## config.mk

```make
export PLATFORM = sky130hd
export DESIGN_NAME = pipeline_stage_buffer
export DESIGN_NICKNAME = d
export VERILOG_FILES = /design/src/rtl/pipeline_stage_buffer.sv
export SDC_FILE = /design/constraint.sdc
export NUM_CORES = 1
export LEC_CHECK = 0
export CAP_MARGIN = 20
export CORE_UTILIZATION = 25
export DETAILED_ROUTE_END_ITERATION = 7
export GPL_ROUTABILITY_DRIVEN = 0
export SKIP_LAST_GASP = 1
export SLEW_MARGIN = 0
export SYNTH_ARGS = -nofsm -noshare
export SYNTH_HDL_FRONTEND = slang
export SYNTH_SLANG_ARGS = --single-unit
```

## constraint.sdc

```tcl
create_clock -name clock -period 1.9 [get_ports clock]
set_clock_uncertainty 0.05 [all_clocks]
set_input_delay 0.38 -clock clock [delete_from_list [all_inputs] [get_ports clock]]
set_output_delay 0.38 -clock clock [all_outputs]
set_load 0.05 [all_outputs]
```

## src/rtl/pipeline_stage_buffer.sv

```systemverilog
`default_nettype none
// ============================================================================
// Module      : pipeline_stage_buffer
// Description : Generic valid/ready inter-stage register for the PoliRISC-V
//               pipeline. Carries a packed stage payload, with an optional
//               2-entry skid for full throughput with a registered ready_o,
//               synchronous flush with bubble insertion and a saturating
//               stall counter.
// Ports       : clock, reset      - rising-edge clock, sync active-high reset
//               flush_i           - drop all held entries
//               valid_i/data_i/ready_o  - upstream handshake and payload
//               valid_o/data_o/ready_i  - downstream handshake and payload
//               occupancy_o       - entries currently held (0..2)
//               stall_count_o     - saturating count of valid && !ready_i
// Revision    : 1.0 - initial release
// ============================================================================
module pipeline_stage_buffer #(
    parameter int                    DATA_WIDTH  = 64,
    parameter logic [DATA_WIDTH-1:0] NOP_VALUE   = '0,
    parameter bit                    SKID_EN     = 1'b1,
    parameter int                    COUNT_WIDTH = 16
) (
    input  logic                   clock,
    input  logic                   reset,
    input  logic                   flush_i,
    input  logic                   valid_i,
    input  logic [DATA_WIDTH-1:0]  data_i,
    output logic                   ready_o,
    output logic                   valid_o,
    output logic [DATA_WIDTH-1:0]  data_o,
    input  logic                   ready_i,
    output logic [1:0]             occupancy_o,
    output logic [COUNT_WIDTH-1:0] stall_count_o
);

    // State encoding doubles as the occupancy count.
    typedef enum logic [1:0] {
        ST_EMPTY = 2'd0,
        ST_ONE   = 2'd1,
        ST_FULL  = 2'd2
    } state_t;

    localparam logic [COUNT_WIDTH-1:0] c_stall_one = COUNT_WIDTH'(1);
    localparam logic [COUNT_WIDTH-1:0] c_stall_max = '1;

    state_t                  r_state_q, w_state_d;
    logic [DATA_WIDTH-1:0]   r_main_q,  w_main_d;
    logic [DATA_WIDTH-1:0]   r_skid_q,  w_skid_d;
    logic                    r_valid_q, w_valid_d;
    logic                    r_ready_q, w_ready_d;
    logic [COUNT_WIDTH-1:0]  r_stall_q, w_stall_d;

    logic                    w_ready;
    logic                    w_push;
    logic                    w_pop;

    generate
        if (SKID_EN) begin : g_skid_ready
            // Registered ready: no combinational path from ready_i.
            assign w_ready = r_ready_q;
        end else begin : g_comb_ready
            // Single register can be refilled in the cycle it drains.
            assign w_ready = ready_i || !r_valid_q;
        end
    endgenerate

    assign w_push = valid_i && w_ready;
    assign w_pop  = r_valid_q && ready_i;

    always_comb begin
        w_state_d = r_state_q;
        w_main_d  = r_main_q;
        w_skid_d  = r_skid_q;
        w_valid_d = r_valid_q;

        if (flush_i) begin
            // Any push this cycle is discarded; a concurrent pop has
            // already been seen downstream.
            w_state_d = ST_EMPTY;
            w_main_d  = NOP_VALUE;
            w_skid_d  = NOP_VALUE;
            w_valid_d = 1'b0;
        end else begin
            case (r_state_q)
                ST_EMPTY: begin
                    if (w_push) begin
                        w_state_d = ST_ONE;
                        w_main_d  = data_i;
                        w_valid_d = 1'b1;
                    end
                end
                ST_ONE: begin
                    if (w_push && w_pop) begin
                        w_main_d = data_i;
                    end else if (w_push && SKID_EN) begin
                        w_state_d = ST_FULL;
                        w_skid_d  = data_i;
                    end else if (w_pop) begin
                        w_state_d = ST_EMPTY;
                        w_main_d  = NOP_VALUE;
                        w_valid_d = 1'b0;
                    end
                end
                ST_FULL: begin
                    // Skid always drains through main, preserving order.
                    if (w_pop) begin
                        w_state_d = ST_ONE;
                        w_main_d  = r_skid_q;
                        w_skid_d  = NOP_VALUE;
                    end
                end
                default: begin
                    w_state_d = ST_EMPTY;
                    w_main_d  = NOP_VALUE;
                    w_skid_d  = NOP_VALUE;
                    w_valid_d = 1'b0;
                end
            endcase
        end

        w_ready_d = (w_state_d != ST_FULL);

        w_stall_d = r_stall_q;
        if (r_valid_q && !ready_i && (r_stall_q != c_stall_max)) begin
            w_stall_d = r_stall_q + c_stall_one;
        end
    end

    always_ff @(posedge clock) begin
        if (reset) begin
            r_state_q <= ST_EMPTY;
            r_main_q  <= NOP_VALUE;
            r_skid_q  <= NOP_VALUE;
            r_valid_q <= 1'b0;
            r_ready_q <= 1'b1;
            r_stall_q <= '0;
        end else begin
            r_state_q <= w_state_d;
            r_main_q  <= w_main_d;
            r_skid_q  <= w_skid_d;
            r_valid_q <= w_valid_d;
            r_ready_q <= w_ready_d;
            r_stall_q <= w_stall_d;
        end
    end

    assign ready_o       = w_ready;
    assign valid_o       = r_valid_q;
    assign data_o        = r_main_q;
    assign occupancy_o   = r_state_q;
    assign stall_count_o = r_stall_q;

endmodule
`default_nettype wire

```

==> results_dict.tcl, run 1 <==
set metrics [dict create \
    ys_ff_latch 148 \
    finalWirelength_mm 20.0 \
    arrival_ns 2.11 \
    max_stage_delay_ns 0.49 \
    yosysWarnings 0 \
    dr_total_vias 5918 \
    cts_sinks 148 \
    p_leak_nw 3.10 \
    antenna_found_initial 0 \
    nFillCells 2370 \
    setup_viol 0 \
    nNetsFinal 858 \
    worst_pin_slew_ns 0.490 \
    start_util_pct 25.7 \
    grt_setup_unrepaired "false" \
    synth_flop_cell "dfxtp_1" \
    slew_viol_final 0 \
    n_antenna_cell 0 \
    fin_crit_sh_pct 95.5 \
    clk_path_buf_depth 2 \
    startpoint "ready_i" \
    hold_class "reg2reg" \
    drt_first_pass_iters 8 \
    fin_crit_ns 1.81 \
    syn_area_um2 6110 \
    wl_per_cell_um 17.8 \
    ir_worst_vdd_v 0.000452 \
    grt_usage_pct 16.1 \
    yosys.cell_types.count 49 \
    synth-seq-area-share_pct 48.5 \
    syn_nets 716 \
    ioPinCount 153 \
    insertion_delay_ns 0.42 \
    rr_worst_depth 6 \
    cts_setup_buffers 0 \
    via_per_inst 5.28 \
    drive_above_1_share_pct 21.8 \
    fin_ws_ns 0.0856 \
    design_area_um2 8730 \
    criticalPathCategory "in2reg" \
    slowest_stage "clkdlybuf4s50_1" \
    synthArstFlopShare_pct 0 \
    place_area_um2 8160 \
    numCtsBuffers 17 \
    hpwl_mm 12.0 \
    grt_pass1_wl_mm 31.3 \
    required_ns 2.20 \
    port_buffers 152 \
    power.density_nw_per_um2 873 \
    postRouteAntennaNets 0 \
    synth.avg_cell_area_um2 9.47 \
    status "finished, final reports clean" \
    cts_tree "yes" \
    place_ws_ns -0.330 \
    hp-start "data_o[58]" \
    grt_max_degree 53 \
    cts-root-buf "clkbuf_16" \
    crit_path_cell_trace "clkdlybuf4s50_1 -> buf_4 -> nand4b_1 -> or2_1 -> or4_1 -> a21oi_1" \
    crit_fanout 5 \
    cap_violations 0 \
    cts.hold.buffers_added 0 \
    grt_pass1_vias 5725 \
    h-tree-depth 4 \
    dieArea_um2 25100 \
    drt_iter0_markers 540 \
    cts.clk_slew.worst_paths_ns 0.07 \
    coreArea_um2 23800 \
    synth_cells 646 \
    slew_headroom_pct 67.4 \
    gr-total-overflow 0 \
    fmax_mhz 551 \
    drcViolationCount 0 \
    finalCoreUtilization_pct 36.8 \
    synth-edff-count 0 \
    dieHeight_um 158 \
    whs_ns 0.407 \
    die_w_um 158 \
    cp-end-kind "flip-flop" \
    holdPathStages 2 \
    syn_to_final_growth_pct 42.8 \
    hold_violations 0 \
    reg2reg_from "stall_count_o[0]" \
    critPathLaunchType "primary input" \
    rows 56 \
]
## critical path: cells and delay by family
family                 cells  cell delay (ns)
and+or+nand+nor            3             0.91
buffers and inverters      2             0.67
AOI/OAI and AO/OA          1             0.15
## layout make-up
type                       count  area [um^2]  area share, %
clock buffer                  21          460           5.27
multi-input combinational    424         2850           32.7
clock inverter                11          125           1.43
inverter                       2         7.51         0.0860
tap                          319          399           4.57
timing repair buffer         195         1900           21.7
sequential                   148         2990           34.3
## registers in the layout (all words and copies together), names as in the netlist
name           cells
stall_count_o     16
r_skid_q          64
data_o            64
ready_o            1
valid_o            1
occupancy_o        2
## logic make-up (layout without fill, tap and decap cells)
family                     after synthesis  after routing  synth area share, %
and+or+nand+nor                        192            192                 19.9
muxes                                    6              6                 1.08
DFF                                    148            148                 48.5
AOI/OAI and AO/OA                      225            225                 24.7
adders and majority gates                1              1                0.205
buffers and inverters                   74            229                 5.71
## metal layers
metal / global-route usage, % / part of all wire (%)
met4: 4.72 / 0.84
met2: 26.9 / 48
met1: 20.4 / 45
met3: 3.89 / 6.6
met5: 0 / 0
## path summary, 6_finish.rpt
check / slack [ns] / to
min reg2reg: 0.41 / data_o[58]
min: 0.41 / data_o[58]
max reg2reg: 0.09 / stall_count_o[7]
max: 0.09 / stall_count_o[12]
## power breakdown
group	total [mW]	internal (mW)	switching, mW
Combinational	1.02	0.415	0.604
Clock	3.40	2.01	1.39
Sequential	3.20	3.16	0.0399
Total	7.62	5.59	2.03
## cell usage in the layout, fill, tap and decap left out, types with 3 or more instances in the layout
| master | count |
|---|---|
| o21ai_0 | 68 |
| nor2b_1 | 6 |
| nor2_1 | 70 |
| buf_4 | 91 |
| nand3_1 | 7 |
| clkinv_4 | 4 |
| dlygate4sd2_1 | 16 |
| dfxtp_4 | 3 |
| or3_1 | 5 |
| clkdlybuf4s50_1 | 68 |
| or4_1 | 4 |
| dfxtp_1 | 131 |
| o31ai_1 | 4 |
| a21oi_1 | 75 |
| clkinv_2 | 3 |
| dfxtp_2 | 14 |
| nand4b_1 | 66 |
| buf_12 | 19 |
| mux2_2 | 5 |
| nand2_1 | 9 |
| clkbuf_16 | 17 |
| a222oi_1 | 63 |
| o21bai_1 | 4 |
## through the flow
step           total power, mW  instances  TNS, ns
6_report                  7.62       1120        0
5_1_grt                   7.93       1120        0
4_1_cts                   7.72       1120        0
3_5_place_dp              4.30       1088   -36.11
3_3_place_gp              4.29       1088   -31.78
2_1_floorplan             3.81        646   -0.125
## repair_timing
item | in CTS | in global routing
resized for setup | 16 | 1
setup endpoints to repair | 16 | 2
pin swaps | 0 | 1
## synthesized netlist by cell type, types with 2 or more instances
library cell | number | area share [%]
dfxtp_1 | 148 | 48
a21oi_1 | 75 | 6.1
nor2_1 | 71 | 4.4
o21ai_0 | 68 | 5.6
nand4b_1 | 66 | 9.5
a222oi_1 | 63 | 10
clkbuf_1 | 48 | 2.9
buf_2 | 14 | 1.1
nand2_1 | 9 | 0.55
buf_6 | 7 | 1.3
nand3_1 | 7 | 0.57
nor2b_1 | 7 | 0.72
mux2_2 | 5 | 0.92
or3_1 | 5 | 0.51
o21bai_1 | 4 | 0.49
o31ai_1 | 4 | 0.49
or4_1 | 4 | 0.49
a31oi_1 | 3 | 0.31
and3_1 | 2 | 0.20
buf_1 | 2 | 0.12
inv_1 | 2 | 0.12
nand2b_1 | 2 | 0.20
nand4_1 | 2 | 0.20
nor3_1 | 2 | 0.16
o21a_1 | 2 | 0.25
Note: power is estimated with default switching activity, not from simulation.
==> run 2: changes to the inputs <==
--- a/config.mk
+++ b/config.mk
@@ -6,9 +6,12 @@
 export NUM_CORES = 1
 export LEC_CHECK = 0
 export CAP_MARGIN = 20
+export CELL_PAD_IN_SITES_DETAIL_PLACEMENT = 2
+export CELL_PAD_IN_SITES_GLOBAL_PLACEMENT = 2
 export CORE_UTILIZATION = 25
 export DETAILED_ROUTE_END_ITERATION = 7
 export GPL_ROUTABILITY_DRIVEN = 0
+export PLACE_DENSITY_LB_ADDON = 0.1
 export SKIP_LAST_GASP = 1
 export SLEW_MARGIN = 0
 export SYNTH_ARGS = -nofsm -noshare
==> constraint.sdc (replaced) <==
create_clock -name clock -period 2.2 [get_ports clock]
set_clock_uncertainty 0.05 [all_clocks]
set_input_delay 0.44 -clock clock [delete_from_list [all_inputs] [get_ports clock]]
set_output_delay 0.44 -clock clock [all_outputs]
set_load 0.05 [all_outputs]
==> results_dict.tcl, run 2 (synthesis gave the netlist of run 1 again) <==
set metrics [dict create \
    ioPinCount 153 \
    fin_crit_ns 2.13 \
    gr-total-overflow 0 \
    power.density_nw_per_um2 769 \
    finalWirelength_mm 24.0 \
    finalCoreUtilization_pct 36.8 \
    drt_iter0_markers 443 \
    ir_worst_vdd_v 0.000319 \
    hpwl_mm 15.1 \
    slowest_stage "clkdlybuf4s50_1" \
    grt_setup_unrepaired "false" \
    dieArea_um2 25100 \
    dieHeight_um 158 \
    mostFrequentLayoutCells "dfxtp_1, clkdlybuf4s50_1, a21oi_1, nor2_1, o21ai_0" \
    grt_pass1_vias 6759 \
    wl_per_cell_um 21.5 \
    numCtsBuffers 17 \
    p_switching_mw 1.82 \
    seqPwrFrac_pct 41.3 \
    r2r_setup_slack_ns 0.31 \
    cts-root-buf "clkbuf_16" \
    drcViolationCount 0 \
    crit_path_cell_trace "clkdlybuf4s50_1" \
    criticalPathCategory "reg2out" \
    slew_headroom_pct 62.8 \
    die_w_um 158 \
    max_stage_delay_ns 0.83 \
    critical_path_buf_inv_count 1 \
    critPathLaunchType "flip-flop" \
    rows 56 \
    fin_cells 1112 \
    rr_endpoint "stall_count_o[3]" \
    status "finished, final reports clean" \
    cts_sinks 148 \
    required_ns 1.71 \
    postRouteAntennaNets 0 \
    fmax_mhz 469 \
    startpoint "data_o[38]" \
    via_per_inst 5.47 \
    clk_path_buf_depth 2 \
    p_leak_nw 2.94 \
    cp-end-kind "primary output" \
    cts_tree "yes" \
    grt_pass1_wl_mm 37.4 \
    cap_violations 0 \
    drive_above_1_share_pct 11.9 \
    worst_pin_slew_ns 0.558 \
    grt_max_degree 71 \
    final-seq-area_um2 2970 \
    cp_top_family "buffers and inverters" \
    reg2reg_from "stall_count_o[0]" \
    hold_class "reg2reg" \
    h-tree-depth 4 \
    fin_crit_sh_pct 97.0 \
    insertion_delay_ns 0.43 \
    start_util_pct 25.7 \
    cts.hold.buffers_added 0 \
    final_common_cell "dfxtp_1" \
    grt_usage_pct 19.5 \
    clock_power_share_pct 45.7 \
    port_buffers 152 \
    p_int_mw 4.91 \
    worstSetupEndpoint "data_o[38]" \
    crit_fanout 2 \
    drt_first_pass_iters 8 \
    multi_input_area_um2 2850 \
    cts_setup_buffers 0 \
    arrival_ns 1.64 \
    slew_viol_final 0 \
    place_inst 1080 \
    nFillCells 2541 \
    coreArea_um2 23800 \
    combPwrFrac_pct 13.0 \
    dr_total_vias 6081 \
    syn_to_final_growth_pct 43.0 \
    cts.clk_slew.worst_paths_ns 0.06 \
    switching_share_pct 27.0 \
    nNetsFinal 850 \
    rr_worst_depth 6 \
    setup_viol 0 \
    antenna_found_initial 0 \
    cp.depth 1 \
    hold_violations 0 \
]
==> run 2: area by class of cell <==
class	count	area share, %
clock inverters	13	1.99
diodes	1	0.0286
multi-input cells	424	32.6
flip-flops and latches	148	34.0
inverters	2	0.0858
well taps	319	4.56
repair buffers	187	21.7
clock buffers	18	5.02
==> run 2: stage by stage <==
step	hold slack (ns)	area, um^2	setup WS [ns]	setup TNS, ns	power, mW
floorplan	0.399	6120	0.151	0	3.29
global placement	0.406	8130	-0.0804	-0.961	3.71
detailed placement	0.412	8130	-0.151	-8.50	3.72
CTS	0.420	8730	0.00397	0	6.82
global route	0.441	8740	0.00442	0	7.01
finish	0.415	8740	0.0658	0	6.73
==> run 2: what timing repair did <==
item | in CTS | in global routing
pin swaps | 0 | 0
cloned | 0 | 0
gates resized for setup | 9 | 3
setup endpoints to repair | 9 | 3
==> run 2: worst min path at each step <==
stage,from,to,cells past startpoint
detailed placement,data_o[58],data_o[58],2
CTS,data_o[58],data_o[58],2
global placement,r_skid_q[17],r_skid_q[17],2
finish,data_o[58],data_o[58],2
global route,data_o[58],data_o[58],2
floorplan,r_skid_q[10],r_skid_q[10],2
==> run 2: power by group through the flow <==
| stage | clock network [mW] | registers (mW) | logic (mW) |
|---|---|---|---|
| finish | 3.07 | 2.78 | 0.877 |
| global route | 3.29 | 2.78 | 0.934 |
| CTS | 3.15 | 2.78 | 0.890 |
| detailed placement | 0 | 2.84 | 0.886 |
| global placement | 0 | 2.83 | 0.871 |
| floorplan | 0 | 2.96 | 0.329 |
==> run 2: routing by layer <==
layer	GRT usage, %	routed length (um)
met1	23.3	10700
met2	34.3	11900
met3	4.60	1010
met4	6.27	337
met5	0	0
